<file path="config.mk">
export PLATFORM = sky130hd
export DESIGN_NAME = count_run_scheduler
export DESIGN_NICKNAME = d
export VERILOG_FILES = /design/src/rtl/count_run_scheduler.sv
export SDC_FILE = /design/constraint.sdc
export NUM_CORES = 1
export LEC_CHECK = 0
export CORE_MARGIN = 2
export CORE_UTILIZATION = 42
export CTS_BUF_LIST = sky130_fd_sc_hd__clkbuf_4 sky130_fd_sc_hd__clkbuf_8
export CTS_CLUSTER_DIAMETER = 40
export DETAILED_ROUTE_END_ITERATION = 10
export PLACE_DENSITY = 0.66
export SYNTH_ARGS = -nofsm -noshare
export SYNTH_HDL_FRONTEND = slang
export SYNTH_SLANG_ARGS = --single-unit
export TNS_END_PERCENT = 1
</file>
<file path="constraint.sdc">
create_clock -name clk -period 2.5 [get_ports clk]
set_clock_uncertainty 0.15 [all_clocks]
set_input_delay 0.25 -clock clk [delete_from_list [all_inputs] [get_ports clk]]
set_output_delay 0.25 -clock clk [all_outputs]
set_load 0.01 [all_outputs]
</file>
<file path="src/rtl/count_run_scheduler.sv">
// count_run_scheduler: round-robin owner of a shared LED count run.
// Optional RUN_ABORT_EN adds abort_btn / aborted (early end of a run).
module count_run_scheduler #(
  parameter int N_REQ     = 4,
  parameter int TICK_DIV  = 1500000,
  parameter int LED_W     = 4,
  parameter int MAX_COUNT = 15,
  localparam int OW = (N_REQ > 1) ? $clog2(N_REQ) : 1
) (
  input  logic             clk,
  input  logic             rst_btn,
  input  logic [N_REQ-1:0] req_btn,
`ifdef RUN_ABORT_EN
  input  logic             abort_btn,
  output logic             aborted,
`endif
  output logic [LED_W-1:0] led,
  output logic [N_REQ-1:0] grant,
  output logic [OW-1:0]    owner,
  output logic             busy,
  output logic             done_sig
);

  localparam int CW = $clog2(TICK_DIV);
  localparam logic [CW-1:0]    TMAX = CW'(TICK_DIV - 1);
  localparam logic [LED_W-1:0] LMAX = LED_W'(MAX_COUNT);
  localparam logic [OW-1:0]    OWN0 = OW'(N_REQ - 1);

  localparam logic [1:0] S_IDLE = 2'd0;
  localparam logic [1:0] S_RUN  = 2'd1;
  localparam logic [1:0] S_DONE = 2'd2;

  logic [1:0]       state;
  logic [CW-1:0]    cnt;
  logic [N_REQ-1:0] pending;
  logic [N_REQ-1:0] pend_nxt;
  logic [N_REQ-1:0] rq_s1, rq_s2, rq_s3;
  logic [N_REQ-1:0] rq_fall;
  logic [N_REQ-1:0] win_oh;
  logic [N_REQ-1:0] clr;
  logic [OW-1:0]    win;
  logic             tick;

  // Two-flop synchronizer plus a delay flop for falling-edge detect
  always_ff @(posedge clk or negedge rst_btn) begin
    if (!rst_btn) begin
      rq_s1 <= '1;
      rq_s2 <= '1;
      rq_s3 <= '1;
    end else begin
      rq_s1 <= req_btn;
      rq_s2 <= rq_s1;
      rq_s3 <= rq_s2;
    end
  end

  assign rq_fall = rq_s3 & ~rq_s2;

`ifdef RUN_ABORT_EN
  logic ab_s1, ab_s2, ab_s3;
  logic ab_fall;
  logic ab_flag;

  // Same conditioning for the abort button
  always_ff @(posedge clk or negedge rst_btn) begin
    if (!rst_btn) begin
      ab_s1 <= 1'b1;
      ab_s2 <= 1'b1;
      ab_s3 <= 1'b1;
    end else begin
      ab_s1 <= abort_btn;
      ab_s2 <= ab_s1;
      ab_s3 <= ab_s2;
    end
  end

  assign ab_fall = ab_s3 & ~ab_s2;
  assign aborted = ab_flag;
`endif

  // Round-robin pick: nearest pending index after the last owner
  always_comb begin
    int idx;
    logic [OW-1:0] idx_t;
    win   = owner;
    idx   = 0;
    idx_t = '0;
    for (int k = N_REQ; k >= 1; k--) begin
      idx   = (int'(owner) + k) % N_REQ;
      idx_t = OW'(idx);
      if (pending[idx_t]) win = idx_t;
    end
  end

  assign win_oh   = N_REQ'(1) << win;
  assign clr      = (state == S_IDLE && |pending) ? win_oh : '0;
  assign pend_nxt = (pending & ~clr) | rq_fall;
  assign tick     = (cnt == TMAX);

  // Scheduler state, prescaler, LED counter and grant registers
  always_ff @(posedge clk or negedge rst_btn) begin
    if (!rst_btn) begin
      state   <= S_IDLE;
      cnt     <= '0;
      pending <= '0;
      led     <= '0;
      grant   <= '0;
      owner   <= OWN0;
`ifdef RUN_ABORT_EN
      ab_flag <= 1'b0;
`endif
    end else begin
      pending <= pend_nxt;
      unique case (state)
        S_IDLE: begin
          cnt <= '0;
          if (|pending) begin
            state <= S_RUN;
            grant <= win_oh;
            owner <= win;
            led   <= '0;
          end
        end
        S_RUN: begin
`ifdef RUN_ABORT_EN
          if (ab_fall) begin
            state   <= S_DONE;
            led     <= '0;
            grant   <= '0;
            cnt     <= '0;
            ab_flag <= 1'b1;
          end else
`endif
          if (tick) begin
            cnt <= '0;
            if (led == LMAX) begin
              state <= S_DONE;
              led   <= '0;
              grant <= '0;
            end else begin
              led <= led + 1'b1;
            end
          end else begin
            cnt <= cnt + 1'b1;
          end
        end
        S_DONE: begin
          if (tick) begin
            state <= S_IDLE;
            cnt   <= '0;
`ifdef RUN_ABORT_EN
            ab_flag <= 1'b0;
`endif
          end else begin
            cnt <= cnt + 1'b1;
          end
        end
        default: begin
          state <= S_IDLE;
          led   <= '0;
          grant <= '0;
          cnt   <= '0;
`ifdef RUN_ABORT_EN
          ab_flag <= 1'b0;
`endif
        end
      endcase
    end
  end

  assign busy     = (state != S_IDLE);
  assign done_sig = (state == S_DONE);

endmodule

</file>
Word level (Yosys, flattened, before mapping)
Cells that the tools add are included.

operators by class
  $add $sub $neg = 6
  magnitude comparators = 4
  eq/ne operators = 8
  shift operators = 1
  mux-type cells = 28
  bitwise gates (word level) = 6
  reduce and logical (&&, ||, !) cells = 9

operators by type and width
  kind                     number
  $mux W21                 2
  $mux W4                  7
  $pmux W4 S3              2
  $add A21 B1 Y21 const B  1
  $eq A21 B21 Y1 const B   1
  $mux W2                  8
  $lt A2 B3 Y1 const B     4
  $and A4 B4 Y4            2
  $bmux W1 S2              4
  $not A4 Y4               2
  $reduce_and A4 Y1        2
  $pmux W2 S3              1
  $add A2 B1 Y2 const B    2
  $add A2 B2 Y2 const B    2
  $add A4 B1 Y4 const B    1
  $eq A4 B4 Y1 const B     1
  $mux W1                  4
  $ne A2 B1 Y1 const B     2
  $ne A2 B2 Y1 const B     2
  $or A4 B4 Y4             1
  $reduce_or A4 Y1         1
  $shl A1 B2 Y4 const A    1
  $reduce_and A3 Y1        1
  $eq A2 B1 Y1 const B     1
  other kinds (7)          7

word-level totals
  bits in registers = 49
  input port bits = 6
  output and inout port bits = 12
  logic and storage cells = 71

Logic depth before layout (Yosys ltp)
  word-level depth = 12
  gate-level depth with buffers = 7
  depth with buffers taken out = 6

Worst setup path before layout
OpenSTA, ideal clock, no wires.

  path kind = flip-flop to flip-flop
  start = register cnt[0]
  end = register grant[0]
  library setup time = 125 ps
  data arrival time = 1665 ps
  data required time = 2225 ps
  setup slack = 560 ps
  cell stages (with the launch flop) = 7
  buffers on the path = 0
  clock period less this slack = 1940 ps
  path through = dfrtp_1 ha_1 nand4_2 and4b_2 nand3_2 a21o_4 mux2_4

between the ends
  word-level cells in the longest chain between the ends = 3

RTL lines
  element                      RTL line  text
  from (decl)                  34        logic [CW-1:0] cnt;
  from (signal assigned)       144       cnt <= cnt + 1'b1;
  from (signal assigned)       155       cnt <= cnt + 1'b1;
  $eq A21 B21 Y1               98        assign tick = (cnt == TMAX);
  $ne A2 B2 Y1 (no line)       --
  $reduce_and A4 Y1 (no line)  --
  to (signal assigned)         119       grant <= win_oh;
  to (decl)                    18        output logic [N_REQ-1:0] grant,

No other way between the ends.
A chain may end at the register's enable or synchronous reset.

Worst setup path after layout
Same ends and word-level chain as after synthesis.

==> flow_metrics.tcl <==
set metrics [dict create \
    tightest_slew_ns 0.502 \
    num_io_pins 18 \
    reg2reg_depth 6 \
    drt_iter0_markers 68 \
    yosysSeqAreaShare_pct 54.4 \
    post-route-min-period_ns 2.10 \
    h-tree-depth 2 \
    layout_setup_ws_ns 0.402 \
    dp_hpwl_um 2780 \
    crit_cells 6 \
    ant_nets 0 \
    grt_pass1_wl_um 7060 \
    num_vias 1600 \
    cts.sinks 49 \
    gp_congestion 0.816 \
    path_class "flop to flop" \
    final_nets 255 \
    crit_buf_inv 0 \
    max_stage_delay_ns 0.40 \
    period_share_pct 83.9 \
    grt_pass1_vias 1570 \
    holdPathStages 1 \
    leakage_nw 1.16 \
    holdBufCountCts 1 \
    synth_flop_cell "dfrtp_1" \
    drc 0 \
    cts_root_buffer "clkbuf_8" \
    cp-end-kind "flop" \
    arrival_ns 2.15 \
    tns_ns 0 \
    crit_fanout 4 \
    avgViaCountPerCell 5.08 \
    io_buffers 17 \
    critical_path.top_delay_family "simple AND/OR/NAND/NOR gates" \
    first_pass_iters 4 \
    max_clock_freq_mhz 477 \
    clock_latency_ns 0.31 \
    peakVddDrop_v 0.000361 \
    diodes 0 \
    antenna_found_initial 0 \
    dieArea_um2 6050 \
    cp.required_ns 2.55 \
    async_flop_share_pct 100 \
    p_per_area_nw_per_um2 825 \
    cts-resized-gates 0 \
    slowest_stage "dfrtp_1" \
    cp_cell_sequence "ha_1 -> nand4_2 -> and4b_2 -> nand3_2 -> a21o_4 -> mux2_4" \
    fin_util_pct 51.7 \
    maxSlewViolCount 0 \
    status "finished clean" \
    cts_tree "yes" \
    route.final.wire_length_um 3920 \
    setup-violations-final 0 \
    syn2layout_area_growth_pct 16.8 \
    gr-total-overflow 0 \
    grt_start_max_net_pins 28 \
    cts_inserted_buffers 5 \
    start_util_pct 44.2 \
    avgSynthCellArea_um2 10.5 \
    mostFrequentLayoutCells "dfrtp_1, nor2_1, nand2_1" \
    finalHoldViolations 0 \
    cts.clk_slew.worst_paths_ns 0.10 \
    std_cell_rows 26 \
    place_ws_ns 0.421 \
    fin_hold_ws_ns 0.185 \
    yosysWarnings 0 \
    avgRoutedWirePerCell_um 12.5 \
    hold_class "input port to flop" \
    synth-edff-count 0 \
    drv_cap 0 \
    synthCells 217 \
    cts_max_path_buffers 2 \
    synthDistinctLibCells 41 \
    slew_headroom_pct 66.6 \
    grt_usage_pct 14.8 \
    coreArea_um2 5170 \
    syn_area_um2 2290 \
    fillers 456 \
    synth-seq-cells 49 \
    rsz0062_at_grt "no" \
    dieHeight_um 77.8 \
    layout_commonest_cell "dfrtp_1" \
    drive_above_1_share_pct 16.3 \
    post-cts-setup-buffers 0 \
    fp.dieW_um 77.8 \
    power_w 0.00221 \
    critPathLaunchType "flop" \
    syn-num-nets 228 \
]
[metrics by stage]
stage | instance area (µm²) | instances
2_1_floorplan | 2290 | 217
3_3_place_gp | 2560 | 306
3_5_place_dp | 2560 | 306
4_1_cts | 2670 | 315
5_1_grt | 2670 | 315
6_report | 2670 | 315
[report_power, final]
| group | switching, W | internal (W) | total [W] |
|---|---|---|---|
| logic | 0.000350 | 0.000322 | 0.000672 |
| registers | 0.000112 | 0.000918 | 0.00103 |
| clock network | 0.000293 | 0.000211 | 0.000504 |
| total | 0.000754 | 0.00145 | 0.00221 |
[metal layers]
| metal | vias up | global-route usage (%) | routed length (µm) |
|---|---|---|---|
| met1 | 771 | 19.6 | 1880 |
| met5 | - | 0 | 0 |
| li1 | 797 | - | - |
| met4 | 0 | 6.43 | 73 |
| met2 | 26 | 23.1 | 1840 |
| met3 | 6 | 3.49 | 128 |
[Yosys cell counts, types with 2 or more instances]
cell type	count	area, µm²
nand2b_1	6	37.5
and3_1	5	31.3
clkbuf_1	2	7.51
nand2_1	17	63.8
nand4_1	7	43.8
nor3_1	2	10.0
or3_1	3	18.8
xnor2_1	7	61.3
a31oi_1	2	12.5
inv_1	9	33.8
nor2_1	33	124
dfrtp_1	35	876
xor2_1	12	105
a21oi_1	4	20.0
o21ai_0	11	55.1
nor4b_1	2	17.5
and3b_1	2	17.5
and2_1	2	12.5
mux2_4	4	60.1
dfstp_2	14	368
nand3_1	11	55.1
ha_1	5	62.6
o221ai_1	2	17.5
o211ai_1	2	15.0
nor3b_1	2	15.0
[layout make-up]
type	count	area (µm²)	area share, %
Clock buffer	5	68.8	2.57
Clock inverter	3	28.8	1.08
Inverter	9	33.8	1.26
Multi-Input combinational cell	156	997	37.3
Sequential cell	49	1240	46.5
Tap cell	70	87.6	3.28
Timing Repair Buffer	23	213	7.96
[cell families (layout without fill, tap and decap cells)]
logic type,after synthesis,in the layout,synth area share [%]
flops,49,49,54.4
xor+xnor,19,19,7.28
compound gates,25,25,7.06
mux,5,5,3.06
buf+inv,12,40,2.02
simple gates,102,102,23.5
fa+ha+maj,5,5,2.74
[sequential cells by signal (all words and copies together), names as in the netlist]
name,cells
pending,4
rq_s3,4
cnt,21
grant,4
state,2
rq_s2,4
rq_s1,4
led,4
owner,2
[final timing paths]
check,slack [ns],start,endpoint
worst max register to register,0.40,cnt[0]$_DFF_PN0_,grant[0]$_DFFE_PN0P_
worst max-delay path,0.40,cnt[0]$_DFF_PN0_,grant[0]$_DFFE_PN0P_
worst min register to register,0.21,rq_s1[1]$_DFF_PN1_,rq_s2[1]$_DFF_PN1_
max in group asynchronous,1.15,rst_btn,rq_s1[3]$_DFF_PN1_
min in group asynchronous,0.28,rst_btn,cnt[2]$_DFF_PN0_
worst min-delay path,0.19,req_btn[3],rq_s1[3]$_DFF_PN1_
Note: power is estimated with default switching activity, not from simulation.
==> RTL change 1: new RTL, same flow settings <==
Take the reset off `pending` and load it in a clocked block of its own.
--- a/src/rtl/count_run_scheduler.sv
+++ b/src/rtl/count_run_scheduler.sv
@@ -103,5 +103,4 @@
       state   <= S_IDLE;
       cnt     <= '0;
-      pending <= '0;
       led     <= '0;
       grant   <= '0;
@@ -111,5 +110,4 @@
 `endif
     end else begin
-      pending <= pend_nxt;
       unique case (state)
         S_IDLE: begin
@@ -169,4 +167,8 @@
   end
 
+  always_ff @(posedge clk) begin
+    pending <= pend_nxt;
+  end
+
   assign busy     = (state != S_IDLE);
   assign done_sig = (state == S_DONE);
Function: no difference found for any inputs over 4 cycles, from zero or initial values and one cycle with rst_btn low; that may be too few to reach the edited logic, so the function may still have changed.
==> RTL change 1 against the original RTL <==
  * Area after synthesis fell by 0.88%
  * Wire length rose by 0.28%
  * Cell area fell by 0.56%
  * Worst setup slack improved by 18 ps
  * Sequential cell count did not move
  * Utilization fell by 0.29 points
  * Critical path type unchanged
Power is not compared: it rests on default switching activity, and its combinational part moved more than twofold at a synthesized area within 25%.
==> RTL change 1: results (changes against the original RTL) <==
gp_congestion: 0.807  # was 0.816
detailed_route_wl_mm: 3.94  # was 3.92 mm
dpl_worst_slack_ps: 434  # was 421 ps
route.layer.met1.wl_mm: 1.96  # was 1.88 mm
globalRouteTotalUtil_pct: 15.0  # was 14.8%
status: "complete, no violations"  # unchanged
synth.cells.most_frequent: "sky130_fd_sc_hd__nor2_1, sky130_fd_sc_hd__dfrtp_1, sky130_fd_sc_hd__nand2_1"  # was sky130_fd_sc_hd__dfrtp_1, sky130_fd_sc_hd__nor2_1, sky130_fd_sc_hd__nand2_1
number_of_violations_reported_at_the_end_of_detailed_routing_iteration_0: 64  # was 68
worstMarginPinSlew_ps: 434  # was 502 ps
final.period_utilization_pct: 83.2  # was 83.9%
syn_nets: 228  # unchanged
synthesis.area_per_instance_um2: 10.4  # was 10.5 um2
share_of_synthesized_flip_flops_with_an_asynchronous_set_or_reset_pct: 91.8  # was 100%
synthDistinctLibCells: 42  # was 41
seq_area_frac_synth_pct: 54.0  # was 54.4%
met3_routed_wirelength_um: 159  # was 128 um
hold_path_startpoint: "req_btn[1]"  # was req_btn[3]
post-cts-setup-buffers: 0  # unchanged
vias: 1606  # was 1,600
vias_in_the_first_global_route: 1612  # was 1,570
dp.final_hpwl_mm: 2.83  # was 2.78 mm
nets_finish: 256  # was 255
ratio_of_cells_with_drive_above_1_in_the_final_layout_pct: 16.7  # was 16.3%
signal_arrival_time_at_the_worst_endpoint_ps: 2130  # was 2150 ps
grt_first_pass_wirelength_mm: 7.21  # was 7.06 mm
place.detailed.instances: 307  # was 306
met2_routed_length_mm: 1.78  # was 1.84 mm
post_synth_main_area_contributors: "sky130_fd_sc_hd__dfrtp_1, sky130_fd_sc_hd__dfstp_2, sky130_fd_sc_hd__nor2_1"  # unchanged
RTL change 1: logic make-up after synthesis:
group | synth area share [%]
xor+xnor | 7.34
compound gates | 7.12
simple gates | 23.7
buf+inv | 2.04
flops | 54.0
fa+ha+maj | 2.76
mux | 3.09
RTL change 1: power by group through the flow:
stage	combinational, uW	clock [uW]	sequential, uW
after detailed placement	24.9	0	827
after global routing	29.6	557	813
after global placement	24.6	0	826
after CTS	26.3	525	812
final	24.6	497	812
after floorplan	0.915	0	826
RTL change 1: through the flow:
stage          total power (uW)  instance area (um2)  util, %
2_1_floorplan               827                 2270        -
3_3_place_gp                851                 2550     49.3
3_5_place_dp                852                 2550     49.3
4_1_cts                    1360                 2660     51.4
5_1_grt                    1400                 2660     51.4
6_report                   1330                 2660     51.4
RTL change 1: final cells by class:
cell class | count | area [um2]
Fill cell | 460 | 2510
Sequential cell | 49 | 1220
Multi-Input combinational cell | 156 | 997
Timing Repair Buffer | 24 | 220
Tap cell | 70 | 87.6
Clock buffer | 5 | 68.8
Inverter | 9 | 33.8
Clock inverter | 3 | 26.3
RTL change 1: worst min-delay path by stage:
stage / end / slack (ps)
6_report: rq_s1[1] / 190
5_1_grt: rq_s1[2] / 180
4_1_cts: rq_s1[1] / 170
3_5_place_dp: cnt[3] / 10
3_3_place_gp: cnt[3] / 10
2_1_floorplan: cnt[0] / -200
RTL change 1: metal layers:
| metal | global-route usage, % | vias up |
|---|---|---|
| li1 | - | 800 |
| met2 | 23.0 | 38 |
| met5 | 0 | - |
| met4 | 6.07 | 0 |
| met1 | 20.5 | 766 |
| met3 | 3.60 | 2 |
RTL change 1: timing repair:
item	CTS	global route
hold buffers	1	0
setup endpoints to repair	0	0
hold endpoints to repair	16	0
==> RTL change 2: new RTL, same flow settings <==
Made on the original files. Change the parameter `TICK_DIV` from 1500000 to 3000000.
--- a/src/rtl/count_run_scheduler.sv
+++ b/src/rtl/count_run_scheduler.sv
@@ -3,5 +3,5 @@
 module count_run_scheduler #(
   parameter int N_REQ     = 4,
-  parameter int TICK_DIV  = 1500000,
+  parameter int TICK_DIV  = 3000000,
   parameter int LED_W     = 4,
   parameter int MAX_COUNT = 15,
Behaviour: no difference found for any inputs over 4 cycles, from zero or initial values and one cycle with rst_btn low; that may be too few to reach the edited logic, so the function may still have changed.
==> RTL change 2 against the original RTL <==
  * Cell area is 1.3% higher
  * Total power is 6.2% higher
  * Via count is 2.5% lower
  * Area after synthesis is 2.2% higher
  * Clock power is 9.5% higher
  * Worst setup slack worse by 35 ps
  * Wire length is 0.51% higher
  * Sequential cell count is 1 higher
  * Largest cell class unchanged
  * Highest routed layer unchanged
==> RTL change 2: results (changes against the original RTL) <==
max_ffs_per_register: 22  # was 21
status: "complete, no violations"  # unchanged
ratio_of_cells_with_drive_above_1_in_the_final_layout_pct: 13.8  # was 16.3%
power.switching_uw: 773  # was 754 uW
htree_levels: 2  # unchanged
cellLeakagePower_uw: 0.00113  # was 0.00116 uW
met3_usage_pct: 4.25  # was 3.49%
worstMarginPinSlew_ps: 563  # was 502 ps
number_of_violations_reported_at_the_end_of_detailed_routing_iteration_0: 71  # was 68
globalRouteTotalUtil_pct: 14.9  # was 14.8%
synthesis.area_per_instance_um2: 10.5  # about the same
wl_per_cell_um: 12.4  # was 12.5 um
clock_root_buffer: "sky130_fd_sc_hd__clkbuf_8"  # unchanged
use_met1_pct: 19.5  # was 19.6%
grt_first_pass_wirelength_mm: 7.22  # was 7.06 mm
largest-register: "cnt"  # unchanged
gr-usage-met2_pct: 24.2  # was 23.1%
syn_nets: 234  # was 228
seq_area_frac_synth_pct: 54.3  # was 54.4%
synthDistinctLibCells: 43  # was 41
crit_path_max_fanout: 6  # was 4
met3_routed_wirelength_um: 139  # was 128 um
nets_finish: 257  # was 255
place.detailed.instances: 310  # was 306
vias: 1560  # was 1,600
finish.cell_count_without_fillers: 318  # was 315
post_synth_main_area_contributors: "sky130_fd_sc_hd__dfrtp_1, sky130_fd_sc_hd__dfstp_2, sky130_fd_sc_hd__xnor2_1"  # was sky130_fd_sc_hd__dfrtp_1, sky130_fd_sc_hd__dfstp_2, sky130_fd_sc_hd__nor2_1
synth.cells.most_frequent: "sky130_fd_sc_hd__dfrtp_1, sky130_fd_sc_hd__nor2_1, sky130_fd_sc_hd__inv_1"  # was sky130_fd_sc_hd__dfrtp_1, sky130_fd_sc_hd__nor2_1, sky130_fd_sc_hd__nand2_1
met2_routed_length_mm: 1.88  # was 1.84 mm
gp_congestion: 0.848  # was 0.816
worst-r2r-setup-slack_ps: 370  # was 400 ps
dp.final_hpwl_mm: 2.84  # was 2.78 mm
maximum_number_of_pins_on_one_net_before_global_route_repair: 22  # was 28
signal_arrival_time_at_the_worst_endpoint_ps: 2170  # was 2150 ps
peakVddDrop_v: 0.000426  # was 0.000361 V
RTL change 2: kinds of logic after synthesis:
logic type / count (synthesis) / share of synthesized area (%)
AO/OA/AOI/OAI: 24 / 6.85
buffers and inverters: 23 / 4.17
adder cells (fa/ha/maj): 5 / 2.68
AND/OR/NAND/NOR: 92 / 20.4
flip-flops: 50 / 54.3
XOR/XNOR: 20 / 7.49
multiplexers: 9 / 4.12
RTL change 2: power groups by stage:
stage	clock, uW	combinational, uW	sequential, uW
floorplan	0	509	1060
global placement	0	723	1070
detailed placement	0	737	1080
CTS	573	741	1060
global route	616	833	1080
finish	552	729	1060
RTL change 2: cell type report:
cell class              count  area (um2)
fillers                   493        2730
clock inverters             2        38.8
repair buffers             22         205
multi-input cells         150         972
clock buffers               5        68.8
flip-flops and latches     50        1270
well taps                  72        90.1
inverters                  17        63.8
RTL change 2: worst paths after layout:
| path | end | startpoint |
|---|---|---|
| worst max-delay path | grant[3] | cnt[0] |
| max in group asynchronous | owner[1] | rst_btn |
| worst min register to register | rq_s2[3] | rq_s1[3] |
| min in group asynchronous | cnt[18] | rst_btn |
| worst min-delay path | rq_s1[2] | req_btn[2] |
| worst max register to register | grant[3] | cnt[0] |
RTL change 2: timing repair:
item | 4_1_cts | 5_1_grt
hold buffers | 1 | 0
hold endpoints to repair | 14 | 0
setup endpoints to repair | 0 | 0
resized for setup | 0 | 0
RTL change 2: per-stage QoR:
stage / power (uW) / setup slack [ps] / area (um2) / hold slack, ps
floorplan: 1570 / 488 / 2340 / -196
global placement: 1790 / 405 / 2590 / 52.1
detailed placement: 1810 / 377 / 2590 / 54.3
CTS: 2370 / 358 / 2710 / 183
global route: 2530 / 267 / 2710 / 186
finish: 2340 / 367 / 2710 / 195
